==> src/rtl/ss_rr_arbiter.sv <==
// Packet-aware round-robin arbiter that merges NUM_INPUTS valid/ready/data/last streams into one
// registered output. Define SS_ARB_PKT_COUNT_EN to add per-input saturating packet counters.
module ss_rr_arbiter #(
  parameter int unsigned NUM_INPUTS = 4,
  parameter int unsigned DATA_WIDTH = 32,
  localparam int unsigned IDX_W = $clog2(NUM_INPUTS)
) (
  input  logic                             clk,
  input  logic                             rst,
  input  logic [NUM_INPUTS-1:0]            in_valid,
  output logic [NUM_INPUTS-1:0]            in_ready,
  input  logic [NUM_INPUTS*DATA_WIDTH-1:0] in_data,
  input  logic [NUM_INPUTS-1:0]            in_last,
  output logic                             out_valid,
  input  logic                             out_ready,
  output logic [DATA_WIDTH-1:0]            out_data,
  output logic                             out_last,
  output logic [IDX_W-1:0]                 out_src,
  output logic                             busy
`ifdef SS_ARB_PKT_COUNT_EN
  ,
  output logic [NUM_INPUTS*16-1:0]         pkt_count
`endif
);

  typedef enum logic [0:0] {StIdle, StLocked} state_e;

  state_e                  state_q;
  logic [IDX_W-1:0]        gnt_q;
  logic [IDX_W-1:0]        ptr_q;

  logic [IDX_W-1:0]        win_idx;
  logic                    any_valid;
  logic                    out_space;
  logic                    accept;
  logic                    gnt_last;
  logic [DATA_WIDTH-1:0]   gnt_data;

  // Rotating first-set search starting at ptr_q.
  always_comb begin
    int unsigned j;
    logic [IDX_W-1:0] idx;
    win_idx   = '0;
    any_valid = 1'b0;
    j         = 0;
    idx       = '0;
    for (int unsigned k = 0; k < NUM_INPUTS; k++) begin
      j = 32'(ptr_q) + k;
      if (j >= NUM_INPUTS) j = j - NUM_INPUTS;
      idx = IDX_W'(j);
      if (!any_valid && in_valid[idx]) begin
        any_valid = 1'b1;
        win_idx   = idx;
      end
    end
  end

  assign out_space = !out_valid || out_ready;
  assign gnt_last  = in_last[gnt_q];
  assign gnt_data  = in_data[gnt_q*DATA_WIDTH +: DATA_WIDTH];
  assign accept    = (state_q == StLocked) && in_valid[gnt_q] && out_space;
  assign busy      = (state_q == StLocked);

  always_comb begin
    in_ready = '0;
    if (state_q == StLocked) in_ready[gnt_q] = out_space;
  end

  always_ff @(posedge clk) begin
    if (rst) begin
      state_q   <= StIdle;
      gnt_q     <= '0;
      ptr_q     <= '0;
      out_valid <= 1'b0;
      out_data  <= '0;
      out_last  <= 1'b0;
      out_src   <= '0;
    end else begin
      unique case (state_q)
        StIdle: begin
          if (any_valid) begin
            gnt_q   <= win_idx;
            state_q <= StLocked;
          end
        end
        StLocked: begin
          if (accept && gnt_last) begin
            state_q <= StIdle;
            ptr_q   <= (gnt_q == IDX_W'(NUM_INPUTS - 1)) ? '0 : gnt_q + 1'b1;
          end
        end
        default: state_q <= StIdle;
      endcase

      // A load wins over a drain, so a simultaneous load+drain keeps out_valid high.
      if (accept) begin
        out_valid <= 1'b1;
        out_data  <= gnt_data;
        out_last  <= gnt_last;
        out_src   <= gnt_q;
      end else if (out_valid && out_ready) begin
        out_valid <= 1'b0;
      end
    end
  end

`ifdef SS_ARB_PKT_COUNT_EN
  always_ff @(posedge clk) begin
    if (rst) begin
      pkt_count <= '0;
    end else if (accept && gnt_last && (pkt_count[gnt_q*16 +: 16] != 16'hFFFF)) begin
      pkt_count[gnt_q*16 +: 16] <= pkt_count[gnt_q*16 +: 16] + 16'd1;
    end
  end
`endif

endmodule

==> config.mk <==
export PLATFORM = sky130hd
export DESIGN_NAME = ss_rr_arbiter
export DESIGN_NICKNAME = d
export VERILOG_FILES = /design/src/rtl/ss_rr_arbiter.sv
export SDC_FILE = /design/constraint.sdc
export NUM_CORES = 1
export LEC_CHECK = 0
export BUFFER_PORTS_ARGS = -buffer_cell sky130_fd_sc_hd__buf_2
export CAP_MARGIN = 40
export CORE_MARGIN = 2
export CORE_UTILIZATION = 44
export CTS_BUF_LIST = sky130_fd_sc_hd__clkbuf_4 sky130_fd_sc_hd__clkbuf_8 sky130_fd_sc_hd__clkbuf_16
export CTS_CLUSTER_DIAMETER = 80
export DETAILED_ROUTE_END_ITERATION = 10
export PLACE_DENSITY_LB_ADDON = 0.3
export SYNTH_ARGS = -nofsm -noshare
export SYNTH_HDL_FRONTEND = slang
export SYNTH_SLANG_ARGS = --single-unit
export TNS_END_PERCENT = 10
==> constraint.sdc <==
create_clock -name clk -period 3.5 [get_ports clk]
set_input_delay 0.7 -clock clk [delete_from_list [all_inputs] [get_ports clk]]
set_output_delay 0.7 -clock clk [all_outputs]
set_load 0.03 [all_outputs]
==> impl_metrics.py, run 1 <==
metrics = {
    "yosys": {
        "yosysSeqAreaShare": 0.3323,
        "yosys_warnings": 0,
        "synth.largest_area_cell": "dfxtp_1",
        "syn_nets": 388,
        "synth-seq-cells": 41,
        "avgSynthCellArea_um2": 10.08,
        "syn_inst": 245,
        "syn_area_um2": 2470,
        "synth_top_area_share": 0.3323,
        "synth.area.top_cells": "dfxtp_1 (33%), mux4_2 (28%), nand2_1 (11%)",
        "synth_cell_types": 27,
    },
    "clock_tree": {
        "cts_buffers": 5,
        "hold_buffers": 0,
        "cts_tree": "yes",
        "ctsHtreeMaxLevel": 2,
        "cts.clk_slew.worst_paths_ps": 80,
        "postCtsSetupRepairBufs": 0,
        "clk_latency_ps": 290,
        "clockBufferDepth": 2,
        "cts_root_buffer": "clkbuf_8",
        "post_cts_resize_count": 0,
        "clock_sinks": 41,
    },
    "critical_path": {
        "endpoint": "in_ready[2]",
        "arrival_ps": 2070,
        "path_cells": "buf_4 > inv_1 > ha_1 > and3_1 > buf_2",
        "start_kind": "flop",
        "path_max_fanout": 30,
        "crit_start": "gnt_q[0]$_SDFFE_PP0P_",
        "worstReg2RegEnd": "ptr_q[1]$_SDFFE_PP0P_",
        "cp.required_ps": 2800,
        "worstSetupPathType": "flop to output port",
        "cpPeakStageDelay_ps": 550,
        "cp_slowest_cell": "dfxtp_2",
        "worst-r2r-setup-slack_ps": 1240,
        "worst_r2r_path_depth": 5,
        "end_kind": "output port",
        "r2r_start": "gnt_q[0]$_SDFFE_PP0P_",
    },
    "timing": {
        "tns_ps": 0,
        "rsz0062_at_grt": "false",
        "worstMarginPinSlew_ps": 757.2,
        "hold_viol_final": 0,
        "setup_viol": 0,
        "fin_skew_ps": 5.980,
        "slew_viol_final": 0,
        "period_share": 0.7912,
        "fin_crit_ps": 2769,
        "slew_headroom": 0.4952,
        "max_freq_ghz": 0.3611,
    },
    "power": {
        "p_per_area_nw_per_um2": 352.7,
        "ir_drop_uv": 165.9,
        "p_leak_nw": 1.585,
    },
    "placement": {
        "portBuffers": 179,
        "placed_area_um2": 3364,
        "gp_congestion": 0.8015,
        "place_hpwl_um": 5292,
    },
    "global_routing": {
        "grt_pass1_vias": 2351,
        "antenna_found_initial": 0,
        "grt_pass1_wl_um": 10580,
        "overflow": 0,
        "grt.total_usage": 0.2178,
        "grt_max_degree": 42,
    },
    "cells_and_area": {
        "finalNetCount": 555,
        "multi_input_area_um2": 1514,
        "syn_to_final_growth_pct": 40.12,
        "drive_gt1_frac": 0.5472,
        "antennaDiodeCount": 0,
        "fillCellCount": 500,
        "register_area_um2": 823.3,
        "design_area_um2": 3461,
    },
    "run_status": {
        "status": "finished, final reports clean",
    },
    "route": {
        "first_pass_iters": 4,
        "drt_iter0_drc": 96,
        "routedWlPerCell_um": 14.26,
        "vias_per_cell": 5.223,
        "vias": 2533,
        "final_antenna_net_count": 0,
        "wirelength_um": 6918,
        "drc": 0,
    },
    "worst_hold_path": {
        "whs_path_depth": 2,
        "hold_path.class": "flop to flop",
    },
    "floorplanning": {
        "start_util": 0.4513,
        "die-area_um2": 6228,
        "fp.dieW_um": 78.92,
        "io_pins": 180,
        "fp-row-count": 27,
        "coreArea_um2": 5473,
        "die-height_um": 78.92,
    },
    "flow_run": {
        "cap_viol_max_count": 0,
    },
}
[cell type report]
type | count | share of cell area
Inverter | 3 | 0.003254
Multi-Input combinational cell | 179 | 0.4375
Sequential cell | 41 | 0.2379
Clock inverter | 2 | 0.003977
Tap cell | 72 | 0.02603
Clock buffer | 6 | 0.02386
Timing Repair Buffer | 182 | 0.2675
[worst min-delay path by stage]
| stage | startpoint | to | slack [ps] |
|---|---|---|---|
| after global routing | out_data[18]$_SDFFE_PP0P_ | out_data[18]$_SDFFE_PP0P_ | 470 |
| after floorplan | ptr_q[0]$_SDFFE_PP0P_ | ptr_q[0]$_SDFFE_PP0P_ | 460 |
| after detailed placement | out_data[18]$_SDFFE_PP0P_ | out_data[18]$_SDFFE_PP0P_ | 440 |
| after global placement | out_data[3]$_SDFFE_PP0P_ | out_data[3]$_SDFFE_PP0P_ | 440 |
| final | out_data[31]$_SDFFE_PP0P_ | out_data[31]$_SDFFE_PP0P_ | 450 |
| after CTS | out_data[18]$_SDFFE_PP0P_ | out_data[18]$_SDFFE_PP0P_ | 460 |
[routing by layer]
metal / GRT usage / vias to the layer above / wire length [um]
met5: 0 / - / 0
met4: 0.06379 / 0 / 107
met3: 0.06136 / 8 / 624
met2: 0.4077 / 129 / 3583
met1: 0.2391 / 1168 / 2603
li1: - / 1228 / -
[state kept, by name, summed over array words and instances, names as in the netlist]
register	count
busy	1
gnt_q	2
out_data	32
out_last	1
out_src	2
out_valid	1
ptr_q	2
[Yosys cell counts, drive strengths merged]
cell     instances
nand2           71
and3             5
clkbuf           7
buf             15
o2111ai          1
o221ai           1
mux2i            3
nor4             1
inv              3
or3              1
nand4            1
ha               4
mux2             1
nand2b           3
nand3b           1
dfxtp           41
o21ai            3
mux4            34
o21a             1
nand3            1
a21o             1
nor2             3
a31o             1
a21oi           42
[per-stage QoR]
| stage | setup WS, ps | total power [mW] | hold WS, ps | std cells | util |
|---|---|---|---|---|---|
| 2_1_floorplan | 1354 | 0.7793 | 458.3 | 245 | - |
| 3_3_place_gp | 1002 | 0.8994 | 439.3 | 476 | 0.6120 |
| 3_5_place_dp | 989.7 | 0.9103 | 444.2 | 477 | 0.6148 |
| 4_1_cts | 671.5 | 1.236 | 455.8 | 485 | 0.6324 |
| 5_1_grt | 520.5 | 1.293 | 471.8 | 485 | 0.6324 |
| 6_report | 730.8 | 1.221 | 452.1 | 485 | 0.6324 |
[critical path: cells and delay by family (launching register included)]
family	cells	cell delay (ps)
buffers and inverters	3	840
flip-flops	1	550
adder cells (fa/ha/maj)	1	220
AND/OR/NAND/NOR	1	160
[power breakdown]
group	switching [mW]	internal, mW	total (mW)
Combinational	0.191	0.179	0.371
Clock	0.165	0.160	0.325
Sequential	0.0269	0.498	0.525
[cells in the final DEF (no fill, tap or decap)]
cell       instances
buf_2            179
nand2_1           71
a21oi_1           42
dfxtp_1           39
mux4_2            31
clkbuf_8           6
and3_1             5
ha_1               4
inv_1              3
nand2b_1           3
nor2_1             3
o21ai_0            3
mux2i_1            3
mux4_1             3
dfxtp_2            2
buf_4              2
nand3_2            1
nand4_4            1
nor4_1             1
o21a_1             1
o221ai_1           1
mux2_2             1
a31o_1             1
a21o_1             1
nand3b_1           1
o2111ai_1          1
or3_1              1
clkinv_2           1
clkinv_4           1
buf_8              1
[cell families after synthesis]
group	Yosys count	synth area share
buffers and inverters	25	0.05471
adder cells (fa/ha/maj)	4	0.02026
flip-flops	41	0.3323
AND/OR/NAND/NOR	87	0.1535
AO/OA/AOI/OAI	50	0.1079
multiplexers	38	0.3313
Note: power is estimated with default switching activity, not from simulation.
==> run 2, diff against run 1 <==
--- a/config.mk
+++ b/config.mk
@@ -8,7 +8,7 @@
 export BUFFER_PORTS_ARGS = -buffer_cell sky130_fd_sc_hd__buf_2
 export CAP_MARGIN = 40
 export CORE_MARGIN = 2
-export CORE_UTILIZATION = 44
+export CORE_UTILIZATION = 41
 export CTS_BUF_LIST = sky130_fd_sc_hd__clkbuf_4 sky130_fd_sc_hd__clkbuf_8 sky130_fd_sc_hd__clkbuf_16
 export CTS_CLUSTER_DIAMETER = 80
 export DETAILED_ROUTE_END_ITERATION = 10
==> constraint.sdc (replaced) <==
create_clock -name clk -period 2.8 [get_ports clk]
set_input_delay 0.56 -clock clk [delete_from_list [all_inputs] [get_ports clk]]
set_output_delay 0.56 -clock clk [all_outputs]
set_load 0.03 [all_outputs]
==> run 2 against run 1 <==
  * Routed wire length up 3.1%
  * Total power rose by 25%
  * Global-route usage decreased by 1.8 points
  * Sequential power up 23%
==> impl_metrics.py, run 2 (same netlist as run 1, synthesis figures left out) <==
metrics = {
    "floorplanning": {
        "die-height_um": 81.62,
        "fp.dieW_um": 81.62,
        "start_util": 0.4196,
        "coreArea_um2": 5886,
        "fp-row-count": 28,
        "io_pins": 180,
        "die-area_um2": 6661,
    },
    "critical_path": {
        "worstSetupPathType": "flop to output port",
        "cpPeakStageDelay_ps": 560,
        "r2r_start": "gnt_q[1]$_SDFFE_PP0P_",
        "path_max_fanout": 15,
        "cp.required_ps": 2240,
        "arrival_ps": 1810,
        "crit_buf_inv": 3,
        "end_kind": "output port",
        "start_kind": "flop",
        "path_cells": "buf_4 > inv_1 > ha_1 > and3_1 > buf_2",
        "cp_slowest_cell": "dfxtp_2",
        "crit_start": "gnt_q[1]$_SDFFE_PP0P_",
        "critical_path.top_delay_family": "buffers and inverters",
    },
    "power": {
        "netSwitchingFraction": 0.3055,
        "p_per_area_nw_per_um2": 437.6,
        "power_switching_mw": 0.4646,
        "power_frac_seq": 0.425,
        "ir_drop_uv": 184.9,
        "comb_power_share": 0.314,
        "p_clk_frac": 0.261,
        "p_leak_nw": 1.597,
        "internal_power_mw": 1.056,
    },
    "clock_tree": {
        "ctsHtreeMaxLevel": 2,
        "cts_tree": "yes",
        "postCtsSetupRepairBufs": 0,
        "clk_latency_ps": 290,
        "hold_buffers": 0,
        "clock_sinks": 41,
        "cts_buffers": 5,
        "post_cts_resize_count": 0,
        "cts_root_buffer": "clkbuf_8",
        "clockBufferDepth": 2,
        "cts.clk_slew.worst_paths_ps": 70,
    },
    "run_status": {
        "status": "finished, final reports clean",
    },
    "global_routing": {
        "antenna_found_initial": 0,
        "grt_pass1_wl_um": 10220,
        "grt_pass1_vias": 2227,
        "overflow": 0,
        "grt_max_degree": 42,
        "grt.total_usage": 0.2002,
    },
    "cells_and_area": {
        "finalNetCount": 558,
        "largest_reg_flops": 32,
        "final_cell_mix": "buf_2 (179), nand2_1 (71), a21oi_1 (42)",
        "fin_cells": 491,
        "layout_commonest_cell": "buf_2",
        "regMostFlops": "out_data",
        "syn_to_final_growth_pct": 40.68,
        "drive_gt1_frac": 0.5505,
        "antennaDiodeCount": 0,
        "fin_util": 0.5903,
    },
    "worst_hold_path": {
        "worstHoldStart": "out_data[19]$_SDFFE_PP0P_",
        "hold_path.class": "flop to flop",
    },
    "timing": {
        "fin_crit_ps": 2366,
        "setup_viol": 0,
        "period_share": 0.8450,
        "fin_skew_ps": 3.380,
        "max_freq_ghz": 0.4226,
        "worstMarginPinSlew_ps": 736.8,
        "hold_viol_final": 0,
        "timing.hold.ws_ps": 452.8,
        "slew_headroom": 0.5088,
        "rsz0062_at_grt": "false",
        "tns_ps": 0,
        "slew_viol_final": 0,
    },
    "route": {
        "routedWlPerCell_um": 14.52,
        "wirelength_um": 7129,
        "final_antenna_net_count": 0,
        "first_pass_iters": 4,
        "vias_per_cell": 5.153,
        "vias": 2530,
        "drt_iter0_drc": 67,
        "drc": 0,
    },
    "placement": {
        "portBuffers": 179,
        "dpl.cell_count": 483,
        "place_hpwl_um": 5679,
        "gp_congestion": 0.8565,
    },
    "flow_run": {
        "cap_viol_max_count": 0,
    },
}
[run 2: cell types whose count changed in the layout (fill, tap and decap cells not counted)]
cell,delta
clkbuf_4,+3
buf_8,-1
buf_4,+4
clkinv_4,-1
clkbuf_8,-1
clkinv_2,-1
[run 2: power groups by stage]
stage	registers, mW	logic, mW	clock network, mW
floorplan	0.728	0.246	0
global placement	0.659	0.474	0
detailed placement	0.660	0.483	0
CTS	0.647	0.484	0.412
global route	0.651	0.519	0.441
finish	0.646	0.477	0.397
[run 2: area by class of cell]
cell class	instances	area, um2
Sequential cell	41	823.3
Multi-Input combinational cell	179	1514
Inverter	3	11.26
Clock buffer	8	91.34
Tap cell	75	93.84
Fill cell	540	2411
Timing Repair Buffer	185	940.9
[run 2: metal layers]
metal / up-vias / share of wire / track usage
met2: 138 / 0.51 / 0.3680
met3: 13 / 0.11 / 0.05604
met4: 0 / 0.017 / 0.06500
li1: 1233 / - / -
met5: - / 0 / 0
met1: 1146 / 0.37 / 0.2223
[run 2: final timing paths]
| kind | to | depth (start not counted) | slack [ps] |
|---|---|---|---|
| worst max-delay path | in_ready[1] | 5 | 430 |
| worst min-delay path | out_data[19]$_SDFFE_PP0P_ | 2 | 450 |
| worst max register to register | out_src[1]$_SDFFE_PP0P_ | 5 | 710 |
| worst min register to register | out_data[19]$_SDFFE_PP0P_ | 2 | 450 |
[run 2: per-stage QoR]
stage | cell area [um2] | setup slack (ps) | power (mW)
floorplan | 2470 | 794.2 | 0.9742
global placement | 3383 | 576.9 | 1.132
detailed placement | 3383 | 550.5 | 1.144
CTS | 3475 | 419.9 | 1.543
global route | 3475 | 322.2 | 1.611
finish | 3475 | 434.0 | 1.520
[run 2: worst min-delay path: stages (launching register included)]
cell and delay, ps:
dfxtp_1 310, nand2_1 50, a21oi_1 50
